[src/rtl/driver_paso_eje_if.sv]
// Direction-command in, coil drive and position feedback out, for one stepper axis.
// master = tracker side (drives enable/cmd), slave = driver side.
interface driver_paso_eje_if;
   logic        enable;
   logic [1:0]  cmd;
   logic [3:0]  coil;
   logic [15:0] position;
   logic        moving;
   logic        step_pulse;
   logic        at_limit;

   modport master (
      output enable, cmd,
      input  coil, position, moving, step_pulse, at_limit
   );

   modport slave (
      input  enable, cmd,
      output coil, position, moving, step_pulse, at_limit
   );
endinterface

[src/rtl/driver_paso_eje.sv]
// Full-step stepper driver: cmd registered, RUN one edge later, a step every DIV cycles.
// No backpressure; reversals pass through a DIV-cycle dwell, limits stop motion without stepping.
module driver_paso_eje #(
   parameter int          DIV     = 50000,
   parameter logic [15:0] POS_MIN = 16'd0,
   parameter logic [15:0] POS_MAX = 16'd3600,
   parameter bit          HOLD    = 1'b1
) (
   input logic              clk,
   input logic              rst_n,
   driver_paso_eje_if.slave bus
);
   typedef enum logic [1:0] {IDLE, RUN, DWELL} state_t;

   localparam logic [15:0] RELOAD = 16'(DIV - 1);

   state_t      state;
   logic [1:0]  cmd_q;
   logic [15:0] cnt;
   logic [15:0] position;
   logic [1:0]  idx;
   logic        dir_ccw;
   logic [3:0]  coil;
   logic        moving;
   logic        step_pulse;

   logic        active;
   logic        cmd_ccw;
   logic        blocked;
   logic [1:0]  idx_step;
   logic [3:0]  hold_coil;

   function automatic logic [3:0] phase(input logic [1:0] i);
      case (i)
         2'd0: return 4'b0011;
         2'd1: return 4'b0110;
         2'd2: return 4'b1100;
         2'd3: return 4'b1001;
      endcase
   endfunction

   // 01 = CW, 11 = CCW; bit 0 clear means stop (00) or reserved (10)
   assign active    = cmd_q[0];
   assign cmd_ccw   = cmd_q[1];
   assign blocked   = active && (cmd_ccw ? (position == POS_MIN) : (position == POS_MAX));
   assign idx_step  = dir_ccw ? (idx - 2'd1) : (idx + 2'd1);
   assign hold_coil = HOLD ? phase(idx) : 4'b0000;

   always_ff @(posedge clk or negedge rst_n) begin
      if (!rst_n) begin
         cmd_q <= 2'b00;
      end else begin
         cmd_q <= bus.cmd;
      end
   end

   always_ff @(posedge clk or negedge rst_n) begin
      if (!rst_n) begin
         state      <= IDLE;
         cnt        <= 16'd0;
         position   <= POS_MIN;
         idx        <= 2'd0;
         dir_ccw    <= 1'b0;
         coil       <= 4'b0000;
         moving     <= 1'b0;
         step_pulse <= 1'b0;
      end else begin
         step_pulse <= 1'b0;
         if (!bus.enable) begin
            state  <= IDLE;
            moving <= 1'b0;
            coil   <= 4'b0000;
            cnt    <= 16'd0;
         end else begin
            case (state)
               IDLE: begin
                  if (active && !blocked) begin
                     state   <= RUN;
                     moving  <= 1'b1;
                     dir_ccw <= cmd_ccw;
                     cnt     <= RELOAD;
                     coil    <= phase(idx);
                  end else begin
                     coil <= hold_coil;
                  end
               end
               RUN, DWELL: begin
                  if (!active) begin
                     state  <= IDLE;
                     moving <= 1'b0;
                     coil   <= hold_coil;
                  end else if (cmd_ccw != dir_ccw) begin
                     // reversal (or re-reversal during dead time) restarts the dwell
                     state   <= DWELL;
                     dir_ccw <= cmd_ccw;
                     cnt     <= RELOAD;
                     coil    <= phase(idx);
                  end else if (cnt != 16'd0) begin
                     cnt <= cnt - 16'd1;
                  end else if (state == DWELL) begin
                     state <= RUN;
                     cnt   <= RELOAD;
                  end else if (blocked) begin
                     state  <= IDLE;
                     moving <= 1'b0;
                     coil   <= hold_coil;
                  end else begin
                     idx        <= idx_step;
                     coil       <= phase(idx_step);
                     position   <= dir_ccw ? (position - 16'd1) : (position + 16'd1);
                     step_pulse <= 1'b1;
                     cnt        <= RELOAD;
                  end
               end
               default: begin
                  state  <= IDLE;
                  moving <= 1'b0;
               end
            endcase
         end
      end
   end

   assign bus.coil       = coil;
   assign bus.position   = position;
   assign bus.moving     = moving;
   assign bus.step_pulse = step_pulse;
   assign bus.at_limit   = blocked;
endmodule

[src/flat_wrapper.sv]
// flat-port wrapper written by rule: the top's interface ports become plain ports
module driver_paso_eje_flat 
#(
   parameter int          DIV     = 50000,
   parameter logic [15:0] POS_MIN = 16'd0,
   parameter logic [15:0] POS_MAX = 16'd3600,
   parameter bit          HOLD    = 1'b1
)
  (clk, rst_n, bus_enable, bus_cmd, bus_coil, bus_position, bus_moving, bus_step_pulse, bus_at_limit);
  driver_paso_eje_if bus_i ();
  input logic clk;
  input logic rst_n;
  input wire logic [$bits(bus_i.enable)-1:0] bus_enable;
  input wire logic [$bits(bus_i.cmd)-1:0] bus_cmd;
  output wire logic [$bits(bus_i.coil)-1:0] bus_coil;
  output wire logic [$bits(bus_i.position)-1:0] bus_position;
  output wire logic [$bits(bus_i.moving)-1:0] bus_moving;
  output wire logic [$bits(bus_i.step_pulse)-1:0] bus_step_pulse;
  output wire logic [$bits(bus_i.at_limit)-1:0] bus_at_limit;
  assign bus_i.enable = bus_enable;
  assign bus_i.cmd = bus_cmd;
  assign bus_coil = bus_i.coil;
  assign bus_position = bus_i.position;
  assign bus_moving = bus_i.moving;
  assign bus_step_pulse = bus_i.step_pulse;
  assign bus_at_limit = bus_i.at_limit;
  driver_paso_eje #(.DIV(DIV), .POS_MIN(POS_MIN), .POS_MAX(POS_MAX), .HOLD(HOLD)) u_core (.clk(clk), .rst_n(rst_n), .bus(bus_i));
endmodule
[config.mk]
export PLATFORM = sky130hd
export DESIGN_NAME = driver_paso_eje_flat
export DESIGN_NICKNAME = d
export VERILOG_FILES = /design/src/rtl/driver_paso_eje_if.sv /design/src/rtl/driver_paso_eje.sv /design/src/flat_wrapper.sv
export SDC_FILE = /design/constraint.sdc
export NUM_CORES = 1
export LEC_CHECK = 0
export BUFFER_PORTS_ARGS = -buffer_cell sky130_fd_sc_hd__buf_2
export CAP_MARGIN = 20
export CELL_PAD_IN_SITES_DETAIL_PLACEMENT = 0
export CELL_PAD_IN_SITES_GLOBAL_PLACEMENT = 2
export CORE_ASPECT_RATIO = 1.1
export CORE_MARGIN = 2
export CORE_UTILIZATION = 40
export DETAILED_ROUTE_END_ITERATION = 10
export PLACE_DENSITY_LB_ADDON = 0.1
export SETUP_SLACK_MARGIN = 0.4
export SYNTH_ARGS = -nofsm -noshare
export SYNTH_HDL_FRONTEND = slang
export SYNTH_SLANG_ARGS = --single-unit
[constraint.sdc]
create_clock -name clk -period 4.5 [get_ports clk]
set_input_delay 0 -clock clk [delete_from_list [all_inputs] [get_ports clk]]
set_output_delay 0 -clock clk [all_outputs]
set_load 0.02 [all_outputs]
# Yosys cells after proc, flatten, opt, wreduce, memory -nomap -nowiden
# Index checks and enable logic that the tools add are counted.
[word_totals]
word_cells = 105
input_bits = 5
register_bits = 45
out_inout_bits = 23
[op_classes]
n_reduce_logical = 16
muxes = 47
bitwise = 4
add_sub_neg = 5
eq_ne = 24
[op_table]
columns = ["cell", "count"]
rows = [
  ["$mux W16", 8],
  ["$pmux W16 S2", 1],
  ["$pmux W4 S4", 2],
  ["$sub A16 B1 Y16 const B", 2],
  ["$mux W4", 6],
  ["$mux W1", 18],
  ["$add A16 B1 Y16 const B", 1],
  ["$eq A16 B12 Y1 const B", 1],
  ["$logic_not A16 Y1", 1],
  ["$mux W2", 8],
  ["$ne A4 B4 Y1 const B", 4],
  ["$reduce_bool A16 Y1", 1],
  ["$ne A6 B6 Y1 const B", 2],
  ["$eq A2 B2 Y1 const B", 5],
  ["$ne A5 B5 Y1 const B", 2],
  ["$reduce_and A5 Y1", 2],
  ["$pmux W4 S2", 1],
  ["$reduce_and A7 Y1", 1],
  ["$eq A2 B1 Y1 const B", 3],
  ["$logic_not A2 Y1", 3],
  ["$ne A2 B1 Y1 const B", 3],
  ["$ne A3 B2 Y1 const B", 2],
  ["$reduce_and A3 Y1", 2],
  ["$not A1 Y1", 4],
  ["other kinds (11)", 13],
]

# Logic depth before layout (Yosys ltp)
# Gate-level depths: netlist of the first run.
[logic_depth]
ltp_word = 11
mapped_depth = 10
ltp_nobuf = 9

# Worst setup path before layout of the first run
# No wires, ideal clock.
[synth_timing]
kind = "register -> register"
startpoint = "reg u_core.dir_ccw"
endpoint = "reg u_core.position[15] (netlist: u_core.bus.position[15])"
setup_ps = 80
path_stages_with_launch = 9
t_required_ps = 4420
period_less_slack_ps = 2535
setup_slack_ps = 1965
path_buffers = 0
arrival_time_ps = 2455
path_cell_list = "dfrtp_1 > ha_1 > and3_1 > and3_1 > a211oi_2 > a21oi_1 > a311oi_1 > mux2i_1 > xnor2_1"
[synth_via]
elab_chain_len = 3
word_cells_on_any_way = 4
cone_classes = "eq/ne (1); mux (1); bitwise (1); reduce/logical (1)"
[synth_rtl]
columns = ["item", "line_no", "text"]
rows = [
  ["from (decl)", "driver_paso_eje.sv:22", "logic dir_ccw;"],
  ["from (signal assigned)", "driver_paso_eje.sv:80", "dir_ccw <= cmd_ccw;"],
  ["from (signal assigned)", "driver_paso_eje.sv:95", "dir_ccw <= cmd_ccw;"],
  ["$ne A1 B1 Y1", "driver_paso_eje.sv:92", "end else if (cmd_ccw != dir_ccw) begin"],
  ["$not A1 Y1 (no line)", "-", ""],
  ["$reduce_and A7 Y1 (no line)", "-", ""],
  ["to (signal assigned)", "driver_paso_eje.sv:110", "position <= dir_ccw ? (position - 16'd1) : (position + 16'd1);"],
  ["to (decl)", "driver_paso_eje.sv:20", "logic [15:0] position;"],
]
# Parallel ways exist; a longest one is shown, timed or not.
# A chain may end at the register's enable or synchronous reset.

# Final worst setup path of the first run
[layout_timing]
startpoint = "reg u_core.dir_ccw"
endpoint = "reg u_core.cnt[5]"
[layout_via]
elab_chain_len = 5
word_cells_on_any_way = 7
cone_classes = "eq/ne (2); mux (4); reduce/logical (1)"
[layout_rtl]
columns = ["item", "line_no", "text"]
rows = [
  ["$ne A1 B1 Y1 (*)", "driver_paso_eje.sv:92", ""],
  ["$mux W16", "driver_paso_eje.sv:92", ""],
  ["$mux W16", "driver_paso_eje.sv:88", "if (!active) begin"],
  ["$pmux W16 S2", "driver_paso_eje.sv:75", "case (state)"],
  ["$mux W16", "driver_paso_eje.sv:69", "if (!bus.enable) begin"],
  ["to (signal assigned)", "driver_paso_eje.sv:99", "cnt <= cnt - 16'd1;"],
  ["to (decl)", "driver_paso_eje.sv:19", "logic [15:0] cnt;"],
]
# Every way passes the cells marked *; elsewhere a longest branch is shown, timed or not. The select of a mux whose other input is x is not followed.

==> run_results.csv, run 1 <==
group,metric,value,unit
layout,final_core_util,45.8,%
worst_setup_path,timing.critical_path.slowest_cell_delay,760,ps
yosys,synth.yosys.warnings,0,
yosys,mappedNetlistNets,383,
clock_network,cts-root-to-sink-buffers,2,
timing,achievable-frequency,341,MHz
clock_network,cts_root_buffer,"sky130_fd_sc_hd__clkbuf_8",
worst_setup_path,crit_cells,6,
timing,setup-tns-final,0,ps
die,die_ar,8530,µm²
worst_hold_path,worst_hold_path_type,"primary input to flip-flop",
status,status,"complete, no violations",
power_and_ir_drop,power.net_switching,638,µW
clock_network,post_cts_setup_bufs,0,
worst_setup_path,startpoint_type,"flip-flop",
power_and_ir_drop,power.density,432,nW/µm²
worst_setup_path,path_class,"flip-flop to flip-flop",
worst_setup_path,timing.critical_path.slowest_stage_cell,"sky130_fd_sc_hd__a31o_1",
die,core_area,7510,µm²
placed_design,finalWeightedCongestion,0.788,
worst_setup_path,startpoint,"u_core.dir_ccw",
drt,drt_pass1_iterations,4,
clock_network,tritoncts,"done",
worst_setup_path,crit_arrival,3120,ps
clock_network,cts_buffers,5,
worst_setup_path,reg2reg_depth,6,
timing,report.final.slew_viol_count,0,
power_and_ir_drop,leakage_power,0.00159,µW
global_route,grt_start_max_net_pins,46,
power_and_ir_drop,max-vdd-ir-drop,0.140,mV
drt,routed-via-count,2585,
drt,detail_route.vias_per_cell,5.37,
yosys,netlist_area,3120,µm²
clock_network,resized_cells_post_cts,0,
layout,finalNetCount,408,
die,starting_density_of_the_core,41.5,%
global_route,antenna_found_initial,0,
placed_design,preCtsSetupSlack,1580,ps
yosys,ys_seq_area_share,36.1,%
yosys,synth_seq_cells,45,
clock_network,cts_clock_pin_slew_for_the_worst_setup_and_hold_paths,90,ps
power_and_ir_drop,power.share.combinational,44.8,%
timing,final.period_utilization,65.2,%
die,horiz_die_dim,88.2,µm
global_route,global_route.overflow_total,0,
timing,tightest_slew,1020,ps
placed_design,dp_hpwl,5020,µm
drt,finalWirelength,6960,µm
drt,drc,0,
timing,grt_setup_unrepaired,"no",
global_route,grtUsageTotal,17.6,%
layout,stdcell_area,3440,µm²
timing,endpoints_failing_hold,0,
worst_setup_path,r2r_start,"u_core.dir_ccw",
placed_design,post_dp_cell_area,3310,µm²
worst_setup_path,critical_path_peak_fanout,27,
worst_setup_path,timing.critical_path.buf_inv,0,
yosys,synth_cells,350,
clock_network,cts.sinks,45,
timing,finalClockSkew,5.35,ps
yosys,synthArstFlopShare,100,%
power_and_ir_drop,sw_frac_of_total,42.9,%
drt,wl_per_cell,14.5,µm
global_route,first_global_vias,2567,
worst_setup_path,r2r-end,"u_core.cnt[5]",
clock_network,insertion_delay,300,ps
power_and_ir_drop,p_clk_share,17.0,%
yosys,ys_dominant_reg_cell,"sky130_fd_sc_hd__dfrtp_1",
drt,drtAntennaViolNets,0,
worst_setup_path,regToRegSetupSlack,1570,ps
placed_design,place.port_buffers,27,
die,rows,33,
layout,layout-drive-gt1-share,14.1,%
worst_setup_path,cp-end-kind,"flip-flop",
worst_setup_path,path_delay_family,"compound AO/OA/AOI/OAI gates",
timing,fin_crit,2930,ps
global_route,wire_length_of_the_first_global_routing_pass,12200,µm
timing,timing.max_slew.rel_slack,32.2,%
die,floorplan.io_pins,28,
yosys,yosys.cell_types.count,56,
timing,timing.final.setup_violations,0,
layout,syn2layout_area_growth,10.3,%
power_and_ir_drop,power.sequential.fraction,38.2,%
worst_setup_path,critical_path_capture_point,"u_core.cnt[5]",
layout,antenna_cells_inserted,0,
power_and_ir_drop,cellInternalPower,850,µW
yosys,avgSynthCellArea,8.92,µm²
timing,finalWorstSetupSlack,1570,ps
clock_network,ctsHtreeMaxLevel,2,
yosys,number_of_enable_flip_flop_cells_after_synthesis,0,
flow_run,maxCapViolCount,0,
worst_setup_path,critical_path.cell_chain,"xnor2_1 -> nand3_2 -> nor4_2 -> a31o_1 -> or2_1 -> o21ai_0",
die,chipHeight,96.7,µm
worst_setup_path,critPathRequiredTime,4680,ps
drt,drt_iter0_markers,91,
-- tightest hold or removal path, cell delays in order --
cell and delay, ps:
sky130_fd_sc_hd__buf_2 170, sky130_fd_sc_hd__nand2_1 70, sky130_fd_sc_hd__o21ai_0 60
-- cell type report --
class                      instances  area, µm²
fill                             769       4070
clock buffer                       6       72.6
multi-input combinational        279       1870
tap                              105        131
timing repair buffer              31        185
sequential                        45       1130
inverter                          13       48.8
clock inverter                     2       10.0
-- power groups by stage --
stage | Sequential (µW) | Combinational, µW | Clock [µW]
final | 568 | 667 | 254
after global routing | 582 | 761 | 282
after CTS | 568 | 671 | 263
after detailed placement | 576 | 666 | 0
after global placement | 575 | 667 | 0
after floorplan | 570 | 541 | 0
-- state kept, by name, summed over array words and instances, names as in the netlist --
signal,cells
u_core.bus.position,16
u_core.bus.coil,4
u_core.bus.moving,1
u_core.cmd_q,2
u_core.state,2
u_core.dir_ccw,1
u_core.cnt,16
u_core.idx,2
u_core.bus.step_pulse,1
-- synthesized netlist by cell type (3+ instances only) --
master	number	area, µm²
sky130_fd_sc_hd__dfrtp_1	45	1130
sky130_fd_sc_hd__nand2_1	41	154
sky130_fd_sc_hd__o21ai_0	31	155
sky130_fd_sc_hd__a21oi_1	27	135
sky130_fd_sc_hd__ha_1	27	338
sky130_fd_sc_hd__nor2_1	26	97.6
sky130_fd_sc_hd__inv_1	13	48.8
sky130_fd_sc_hd__nor3_1	12	60.1
sky130_fd_sc_hd__xnor2_1	12	105
sky130_fd_sc_hd__nand3_1	8	40.0
sky130_fd_sc_hd__a31oi_1	7	43.8
sky130_fd_sc_hd__nor4_1	7	43.8
sky130_fd_sc_hd__o22a_1	6	52.6
sky130_fd_sc_hd__xor2_1	6	52.6
sky130_fd_sc_hd__a21o_1	5	37.5
sky130_fd_sc_hd__and3_1	5	31.3
sky130_fd_sc_hd__buf_2	5	25.0
sky130_fd_sc_hd__o31ai_1	5	37.5
sky130_fd_sc_hd__clkbuf_1	4	15.0
sky130_fd_sc_hd__a211oi_1	3	22.5
sky130_fd_sc_hd__a41oi_1	3	26.3
sky130_fd_sc_hd__and2_1	3	18.8
sky130_fd_sc_hd__mux2_2	3	33.8
sky130_fd_sc_hd__nand2b_1	3	18.8
sky130_fd_sc_hd__nand4_1	3	18.8
sky130_fd_sc_hd__nor2b_1	3	18.8
-- worst min-delay path by stage --
| stage | from | to | slack (ps) | cells after the start |
|---|---|---|---|---|
| 6_report | bus_enable | u_core.cnt[1] | 40 | 3 |
| 3_3_place_gp | bus_cmd[0] | u_core.cmd_q[0] | 110 | 1 |
| 2_1_floorplan | rst_n | u_core.bus.coil[0] | -300 | 0 |
| 3_5_place_dp | bus_cmd[0] | u_core.cmd_q[0] | 110 | 1 |
| 4_1_cts | bus_enable | u_core.cnt[1] | 30 | 3 |
| 5_1_grt | bus_enable | u_core.cnt[1] | 50 | 3 |
-- stage by stage --
step | hold slack, ps | power [µW] | cells
3_5_place_dp | 110 | 1240 | 469
5_1_grt | 54.6 | 1630 | 481
3_3_place_gp | 108 | 1240 | 469
4_1_cts | 29.1 | 1500 | 480
6_report | 38.4 | 1490 | 481
2_1_floorplan | -296 | 1110 | 350
-- layout by cell type (no fill, tap or decap), types with 2 or more instances in the layout --
cell type / count
sky130_fd_sc_hd__dfrtp_1: 45
sky130_fd_sc_hd__nand2_1: 41
sky130_fd_sc_hd__o21ai_0: 31
sky130_fd_sc_hd__a21oi_1: 27
sky130_fd_sc_hd__ha_1: 27
sky130_fd_sc_hd__buf_2: 27
sky130_fd_sc_hd__nor2_1: 26
sky130_fd_sc_hd__inv_1: 13
sky130_fd_sc_hd__xnor2_1: 12
sky130_fd_sc_hd__nor3_1: 12
sky130_fd_sc_hd__nand3_1: 8
sky130_fd_sc_hd__nor4_1: 7
sky130_fd_sc_hd__a31oi_1: 7
sky130_fd_sc_hd__o22a_1: 6
sky130_fd_sc_hd__xor2_1: 6
sky130_fd_sc_hd__o31ai_1: 5
sky130_fd_sc_hd__a21o_1: 5
sky130_fd_sc_hd__and3_1: 5
sky130_fd_sc_hd__clkbuf_8: 5
sky130_fd_sc_hd__and2_1: 3
sky130_fd_sc_hd__nor2b_1: 3
sky130_fd_sc_hd__nand4_1: 3
sky130_fd_sc_hd__nand2b_1: 3
sky130_fd_sc_hd__a41oi_1: 3
sky130_fd_sc_hd__a211oi_1: 3
sky130_fd_sc_hd__mux2_2: 3
sky130_fd_sc_hd__dlygate4sd3_1: 3
sky130_fd_sc_hd__nand3_2: 2
sky130_fd_sc_hd__o21bai_1: 2
sky130_fd_sc_hd__a211oi_2: 2
sky130_fd_sc_hd__o41ai_1: 2
sky130_fd_sc_hd__a211o_1: 2
sky130_fd_sc_hd__clkinv_2: 2
-- layer usage --
metal  share of wire, %  global-route usage, %  up-vias
met4                1.4                   5.01        0
met2                 48                   28.6       39
met5                  0                      0        -
li1                   -                      -     1322
met1                 48                   23.7     1217
met3                2.8                   2.90        7
-- logic make-up after synthesis --
| group | after synthesis | synth area share, % |
|---|---|---|
| flops | 45 | 36.1 |
| fa+ha+maj | 28 | 11.5 |
| compound gates | 102 | 20.6 |
| mux | 5 | 2.12 |
| simple gates | 126 | 20.6 |
| buf+inv | 26 | 4.05 |
| xor+xnor | 18 | 5.05 |
-- what timing repair did --
item / 4_1_cts / 5_1_grt
hold endpoints to repair: 47 / 0
endpoints found under the setup margin: 0 / 0
hold buffers: 3 / 0
Note: power is estimated with default switching activity, not from simulation.
==> run 2: changes to the inputs <==
--- a/config.mk
+++ b/config.mk
@@ -11,7 +11,7 @@
 export CELL_PAD_IN_SITES_GLOBAL_PLACEMENT = 2
 export CORE_ASPECT_RATIO = 1.1
 export CORE_MARGIN = 2
-export CORE_UTILIZATION = 40
+export CORE_UTILIZATION = 37
 export DETAILED_ROUTE_END_ITERATION = 10
 export PLACE_DENSITY_LB_ADDON = 0.1
 export SETUP_SLACK_MARGIN = 0.4
==> constraint.sdc (replaced) <==
create_clock -name clk -period 2.75 [get_ports clk]
set_input_delay 0 -clock clk [delete_from_list [all_inputs] [get_ports clk]]
set_output_delay 0 -clock clk [all_outputs]
set_load 0.02 [all_outputs]
==> run 2 against run 1 <==
First-iteration DRC count is 8.8% higher. Clock power is 94% higher. Worst setup slack worse by 1200 ps. Maximum frequency is 21% higher. Utilization is 0.17 points lower. Clock skew is 0.67 ps higher. Wire length is 8.7% higher. Critical path type unchanged. Largest cell class unchanged.
==> run_results.csv, run 2 (same netlist as run 1, synthesis figures left out) <==
group,metric,value,unit
status,status,"complete, no violations",
timing,report.final.slew_viol_count,0,
timing,final.period_utilization,88.3,%
global_route,globalRouteMet1Util,23.3,%
drt,routed-via-count,2672,
drt,drt_iter0_markers,99,
worst_setup_path,critical_path_peak_fanout,7,
clock_network,cts.sinks,45,
drt,drc,0,
worst_setup_path,timing.critical_path.slowest_cell_delay,530,ps
worst_setup_path,regToRegSetupSlack,320,ps
placed_design,finalWeightedCongestion,0.834,
drt,detail_route.vias_per_cell,5.30,
layout,stdcell_area,3780,µm²
timing,endpoints_failing_hold,0,
timing,achievable-frequency,412,MHz
layout,syn2layout_area_growth,21.0,%
power_and_ir_drop,power.density,734,nW/µm²
timing,fin_crit,2430,ps
layout,final_core_util,45.7,%
timing,grt_setup_unrepaired,"yes",
power_and_ir_drop,leakage_power,0.00171,µW
worst_setup_path,startpoint_type,"flip-flop",
layout,finalNetCount,426,
layout,antenna_cells_inserted,0,
global_route,grt_start_max_net_pins,38,
clock_network,cts_buffers,5,
worst_setup_path,timing.critical_path.buf_inv,1,
worst_setup_path,timing.critical_path.slowest_stage_cell,"sky130_fd_sc_hd__dfrtp_4",
global_route,met3_usage,2.03,%
layout,final_common_cell,"sky130_fd_sc_hd__dfrtp_1",
layout,top_regs,"u_core.bus.position (16), u_core.cnt (16), u_core.bus.coil (4)",
placed_design,post_dp_cell_area,3450,µm²
layout,layoutNonFillerInstCount,504,
worst_setup_path,critPathRequiredTime,2980,ps
clock_network,cts-root-to-sink-buffers,2,
drt,wl_per_cell,15.0,µm
die,horiz_die_dim,91.6,µm
clock_network,ctsHtreeMaxLevel,2,
die,rows,35,
global_route,use_met2,27.9,%
worst_setup_path,path_delay_family,"compound AO/OA/AOI/OAI gates",
worst_setup_path,crit_arrival,2660,ps
timing,timing.max_slew.rel_slack,41.4,%
global_route,antenna_found_initial,0,
drt,finalWirelength,7570,µm
flow_run,maxCapViolCount,0,
worst_setup_path,cp-end-kind,"flip-flop",
global_route,wire_length_of_the_first_global_routing_pass,12500,µm
timing,tightest_slew,879,ps
die,floorplan.io_pins,28,
die,die_ar,9190,µm²
placed_design,dp_hpwl,5330,µm
worst_setup_path,path_class,"flip-flop to flip-flop",
drt,drt_pass1_iterations,4,
layout,commonest_cells_after_routing_fill_and_taps_aside,"44 x sky130_fd_sc_hd__dfrtp_1, 41 x sky130_fd_sc_hd__nand2_1, 28 x sky130_fd_sc_hd__o21ai_0",
clock_network,tritoncts,"done",
placed_design,place.port_buffers,27,
placed_design,placed_cells_incl_taps,484,
global_route,global_route.overflow_total,0,
clock_network,cts_clock_pin_slew_for_the_worst_setup_and_hold_paths,90,ps
die,starting_density_of_the_core,37.7,%
clock_network,cts_root_buffer,"sky130_fd_sc_hd__clkbuf_8",
power_and_ir_drop,max-vdd-ir-drop,0.257,mV
timing,setup-tns-final,0,ps
worst_hold_path,worst_hold_path_type,"primary input to flip-flop",
timing,timing.final.setup_violations,0,
die,chipHeight,100,µm
power_and_ir_drop,finalPower,2770,µW
global_route,busiest_layer,"met2",
die,core_area,8280,µm²
worst_setup_path,cp_common_cell,"sky130_fd_sc_hd__and3_4",
global_route,first_global_vias,2466,
clock_network,insertion_delay,300,ps
timing,finalClockSkew,6.03,ps
global_route,grtUsageTotal,16.7,%
layout,layout-drive-gt1-share,24.2,%
drt,drtAntennaViolNets,0,
worst_setup_path,critical_path.cell_chain,"buf_6 -> ha_4 -> and3_4 -> and3_4 -> a211oi_4 -> a21oi_2 -> a311oi_2 -> mux2i_1 -> xnor2_1",
==> run 2: cell types whose count changed in the layout (fill, tap and decap cells not counted), moves of 3 or more <==
cell / change
sky130_fd_sc_hd__and3_4: +3
sky130_fd_sc_hd__buf_4: +16
sky130_fd_sc_hd__ha_1: -5
sky130_fd_sc_hd__o21ai_0: -3
sky130_fd_sc_hd__and3_1: -3
sky130_fd_sc_hd__ha_4: +4
==> run 2: report_power, final <==
group / switching [µW] / internal (µW) / total [µW] / leakage (µW)
logic: 758 / 613 / 1370 / 0.00106
registers: 133 / 775 / 908 / 0.000594
clock network: 228 / 265 / 493 / 0.0000540
total: 1120 / 1650 / 2770 / 0.00171
==> run 2: repair_timing <==
item | in CTS | in global routing
resized for setup | 3 | 25
endpoints found under the setup margin | 23 | 33
pin swaps | 1 | 10
hold buffers | 3 | 0
buffers inserted | 2 | 8
endpoints found under the hold margin | 38 | 0
==> run 2: cell type report <==
type                    instances  area, µm²
clock buffers                   5       68.8
clock inverters                 2       35.0
fillers                       819       4500
inverters                      13       48.8
multi-input cells             279       2030
flip-flops and latches         45       1130
well taps                     111        139
repair buffers                 49        328
==> run 2: through the flow <==
step / worst slack, ps / hold slack, ps
finish: 321 / 55.6
CTS: 318 / 45.3
floorplan: 418 / -296
detailed placement: 205 / 110
global route: 165 / 83.1
global placement: 248 / 110
==> run 2: worst paths after layout <==
kind / depth (start not counted) / endpoint / startpoint
worst max-delay path: 9 / u_core.bus.position[15] / u_core.dir_ccw
worst min-delay path: 3 / u_core.cnt[1] / bus_enable
worst max register to register: 9 / u_core.bus.position[15] / u_core.dir_ccw
worst min register to register: 1 / u_core.bus.position[15] / u_core.bus.position[15]
max in group asynchronous: 3 / u_core.cnt[11] / rst_n
min in group asynchronous: 2 / u_core.bus.coil[1] / rst_n
==> run 2: worst min-delay path, delay by kind of cell <==
kind	cells	cell delay (ps)
buffers and inverters	1	180
and+or+nand+nor	1	70
AOI/OAI and AO/OA	1	60
==> run 2: routing by layer <==
layer | routed length (µm) | vias to the layer above
met5 | 0 | -
met4 | 63 | 0
met3 | 153 | 4
met2 | 3770 | 34
met1 | 3580 | 1281
li1 | - | 1353
==> run 3: changes to the inputs <==
--- a/config.mk
+++ b/config.mk
@@ -11,7 +11,8 @@
 export CELL_PAD_IN_SITES_GLOBAL_PLACEMENT = 2
 export CORE_ASPECT_RATIO = 1.1
 export CORE_MARGIN = 2
-export CORE_UTILIZATION = 37
+export CORE_UTILIZATION = 40
+export CTS_BUF_LIST = sky130_fd_sc_hd__clkbuf_4 sky130_fd_sc_hd__clkbuf_8 sky130_fd_sc_hd__clkbuf_16
 export DETAILED_ROUTE_END_ITERATION = 10
 export PLACE_DENSITY_LB_ADDON = 0.1
 export SETUP_SLACK_MARGIN = 0.4
==> constraint.sdc (replaced) <==
create_clock -name clk -period 3 [get_ports clk]
set_input_delay 0 -clock clk [delete_from_list [all_inputs] [get_ports clk]]
set_output_delay 0 -clock clk [all_outputs]
set_load 0.02 [all_outputs]
==> run 3 against run 2 <==
Sequential share of layout area is 2.0 points higher. Maximum frequency down 1.9%. Clock power down 22%. Critical path type unchanged. Largest cell class unchanged. Highest routed layer unchanged.
==> run_results.csv, run 3 (same netlist as run 1, synthesis figures left out) <==
group,metric,value,unit
worst_hold_path,hp-start,"bus_enable",
global_route,grt_start_max_net_pins,46,
placed_design,preCtsSetupSlack,400,ps
clock_network,ctsHtreeMaxLevel,2,
layout,final_core_util,47.0,%
timing,timing.final.setup_violations,0,
worst_setup_path,timing.critical_path.slowest_stage_cell,"sky130_fd_sc_hd__dfrtp_2",
layout,top_regs,"u_core.bus.position (16), u_core.cnt (16), u_core.bus.coil (4)",
global_route,global_route.overflow_total,0,
power_and_ir_drop,power.density,651,nW/µm²
die,rows,33,
die,chipHeight,96.7,µm
die,floorplan.io_pins,28,
layout,syn2layout_area_growth,13.2,%
clock_network,cts_clock_pin_slew_for_the_worst_setup_and_hold_paths,90,ps
timing,finalWorstSetupSlack,525,ps
drt,drt_pass1_iterations,4,
layout,filler_cell_count,754,
placed_design,post_dp_cell_area,3370,µm²
worst_setup_path,reg2reg_depth,8,
flow_run,maxCapViolCount,0,
clock_network,cts-root-to-sink-buffers,2,
worst_setup_path,path_class,"flip-flop to flip-flop",
clock_network,cts.sinks,45,
timing,fin_crit,2470,ps
layout,final_common_cell,"sky130_fd_sc_hd__dfrtp_1",
worst_setup_path,regToRegSetupSlack,530,ps
worst_setup_path,crit_arrival,2700,ps
worst_hold_path,worst_hold_path_type,"primary input to flip-flop",
drt,detail_route.vias_per_cell,5.35,
timing,report.final.slew_viol_count,0,
clock_network,cts_buffers,5,
timing,grt_setup_unrepaired,"yes",
worst_setup_path,cp-end-kind,"flip-flop",
worst_setup_path,startpoint_type,"flip-flop",
timing,final.period_utilization,82.5,%
timing,finalClockSkew,4.31,ps
worst_setup_path,r2r_start,"u_core.dir_ccw",
power_and_ir_drop,leakage_power,0.00164,µW
drt,drtAntennaViolNets,0,
layout,stdcell_area,3530,µm²
worst_hold_path,hold-path-endpoint,"u_core.cnt[1]",
clock_network,post_cts_setup_bufs,0,
drt,drc,0,
placed_design,finalWeightedCongestion,0.835,
drt,routed-via-count,2618,
timing,tightest_slew,593,ps
die,horiz_die_dim,88.2,µm
global_route,first_global_vias,2622,
drt,wl_per_cell,14.9,µm
status,status,"complete, no violations",
layout,antenna_cells_inserted,0,
drt,finalWirelength,7300,µm
layout,layout-drive-gt1-share,17.4,%
global_route,grtUsageTotal,18.4,%
timing,setup-tns-final,0,ps
worst_hold_path,hold_depth,3,
placed_design,dp_hpwl,5340,µm
clock_network,insertion_delay,300,ps
die,core_area,7510,µm²
global_route,wire_length_of_the_first_global_routing_pass,12600,µm
clock_network,cts_root_buffer,"sky130_fd_sc_hd__clkbuf_8",
clock_network,tritoncts,"done",
timing,endpoints_failing_hold,0,
placed_design,place.port_buffers,27,
power_and_ir_drop,finalPower,2300,µW
timing,timing.max_slew.rel_slack,60.5,%
worst_setup_path,timing.critical_path.slowest_cell_delay,490,ps
worst_setup_path,critPathRequiredTime,3230,ps
worst_setup_path,critical_path.cell_chain,"ha_1 -> a21oi_1 -> o21ai_0 -> a211oi_2 -> a21oi_2 -> a311oi_2 -> mux2i_1 -> xnor2_1",
die,starting_density_of_the_core,41.5,%
layout,finalNetCount,416,
power_and_ir_drop,max-vdd-ir-drop,0.216,mV
drt,drt_iter0_markers,92,
worst_setup_path,r2r-end,"u_core.bus.position[15]",
die,die_ar,8530,µm²
worst_setup_path,critical_path_peak_fanout,8,
global_route,antenna_found_initial,0,
timing,achievable-frequency,404,MHz
layout,commonest_cells_after_routing_fill_and_taps_aside,"44 x sky130_fd_sc_hd__dfrtp_1, 41 x sky130_fd_sc_hd__nand2_1, 31 x sky130_fd_sc_hd__o21ai_0",
run 3: area by class of cell:
type	count	area, µm²	share of cell area, %
clock buffer	6	76.3	2.16
clock inverter	2	10.0	0.283
sequential	45	1130	31.9
timing repair buffer	39	253	7.15
multi-input combinational	279	1890	53.4
inverter	13	48.8	1.38
tap	105	131	3.72
run 3: worst max path at each step:
| stage | cells after the start | from | slack, ps | endpoint |
|---|---|---|---|---|
| floorplan | 8 | u_core.dir_ccw | 460 | u_core.bus.position[15] |
| global placement | 8 | u_core.dir_ccw | 490 | u_core.bus.position[15] |
| detailed placement | 8 | u_core.dir_ccw | 400 | u_core.bus.position[15] |
| CTS | 8 | u_core.dir_ccw | 420 | u_core.bus.position[15] |
| global route | 8 | u_core.dir_ccw | 390 | u_core.bus.position[15] |
| finish | 8 | u_core.dir_ccw | 530 | u_core.bus.position[15] |
run 3: per-layer routing:
metal | routed length, µm | up-vias | track usage [%] | share of wire (%)
met4 | 110 | 0 | 5.24 | 1.5
li1 | - | 1341 | - | -
met1 | 3500 | 1234 | 25.1 | 48
met5 | 0 | - | 0 | 0
met2 | 3550 | 35 | 30.2 | 49
met3 | 134 | 8 | 2.56 | 1.8
run 3: metrics by stage:
stage	hold slack [ps]	std cells
after floorplan	-296	350
after global placement	109	477
after detailed placement	115	477
after CTS	48.7	488
after global routing	66.1	489
final	49.3	489
run 3: power breakdown:
group          internal [µW]  total (µW)  switching, µW  leakage (µW)
Sequential               707         827            120      0.000594
Clock                    171         386            215     0.0000484
Combinational            444        1090            643       0.00100
run 3: timing repair:
item / in CTS / in global routing
hold endpoints to repair: 47 / 0
setup endpoints to repair: 1 / 20
pin swaps: 0 / 1
hold buffers: 3 / 0
gates resized for setup: 1 / 4
run 3: critical path, delay by kind of cell (launching register included):
family,cells,cell delay (ps)
compound gates,5,1130
mux,1,270
fa+ha+maj,1,390
flops,1,490
xor+xnor,1,140
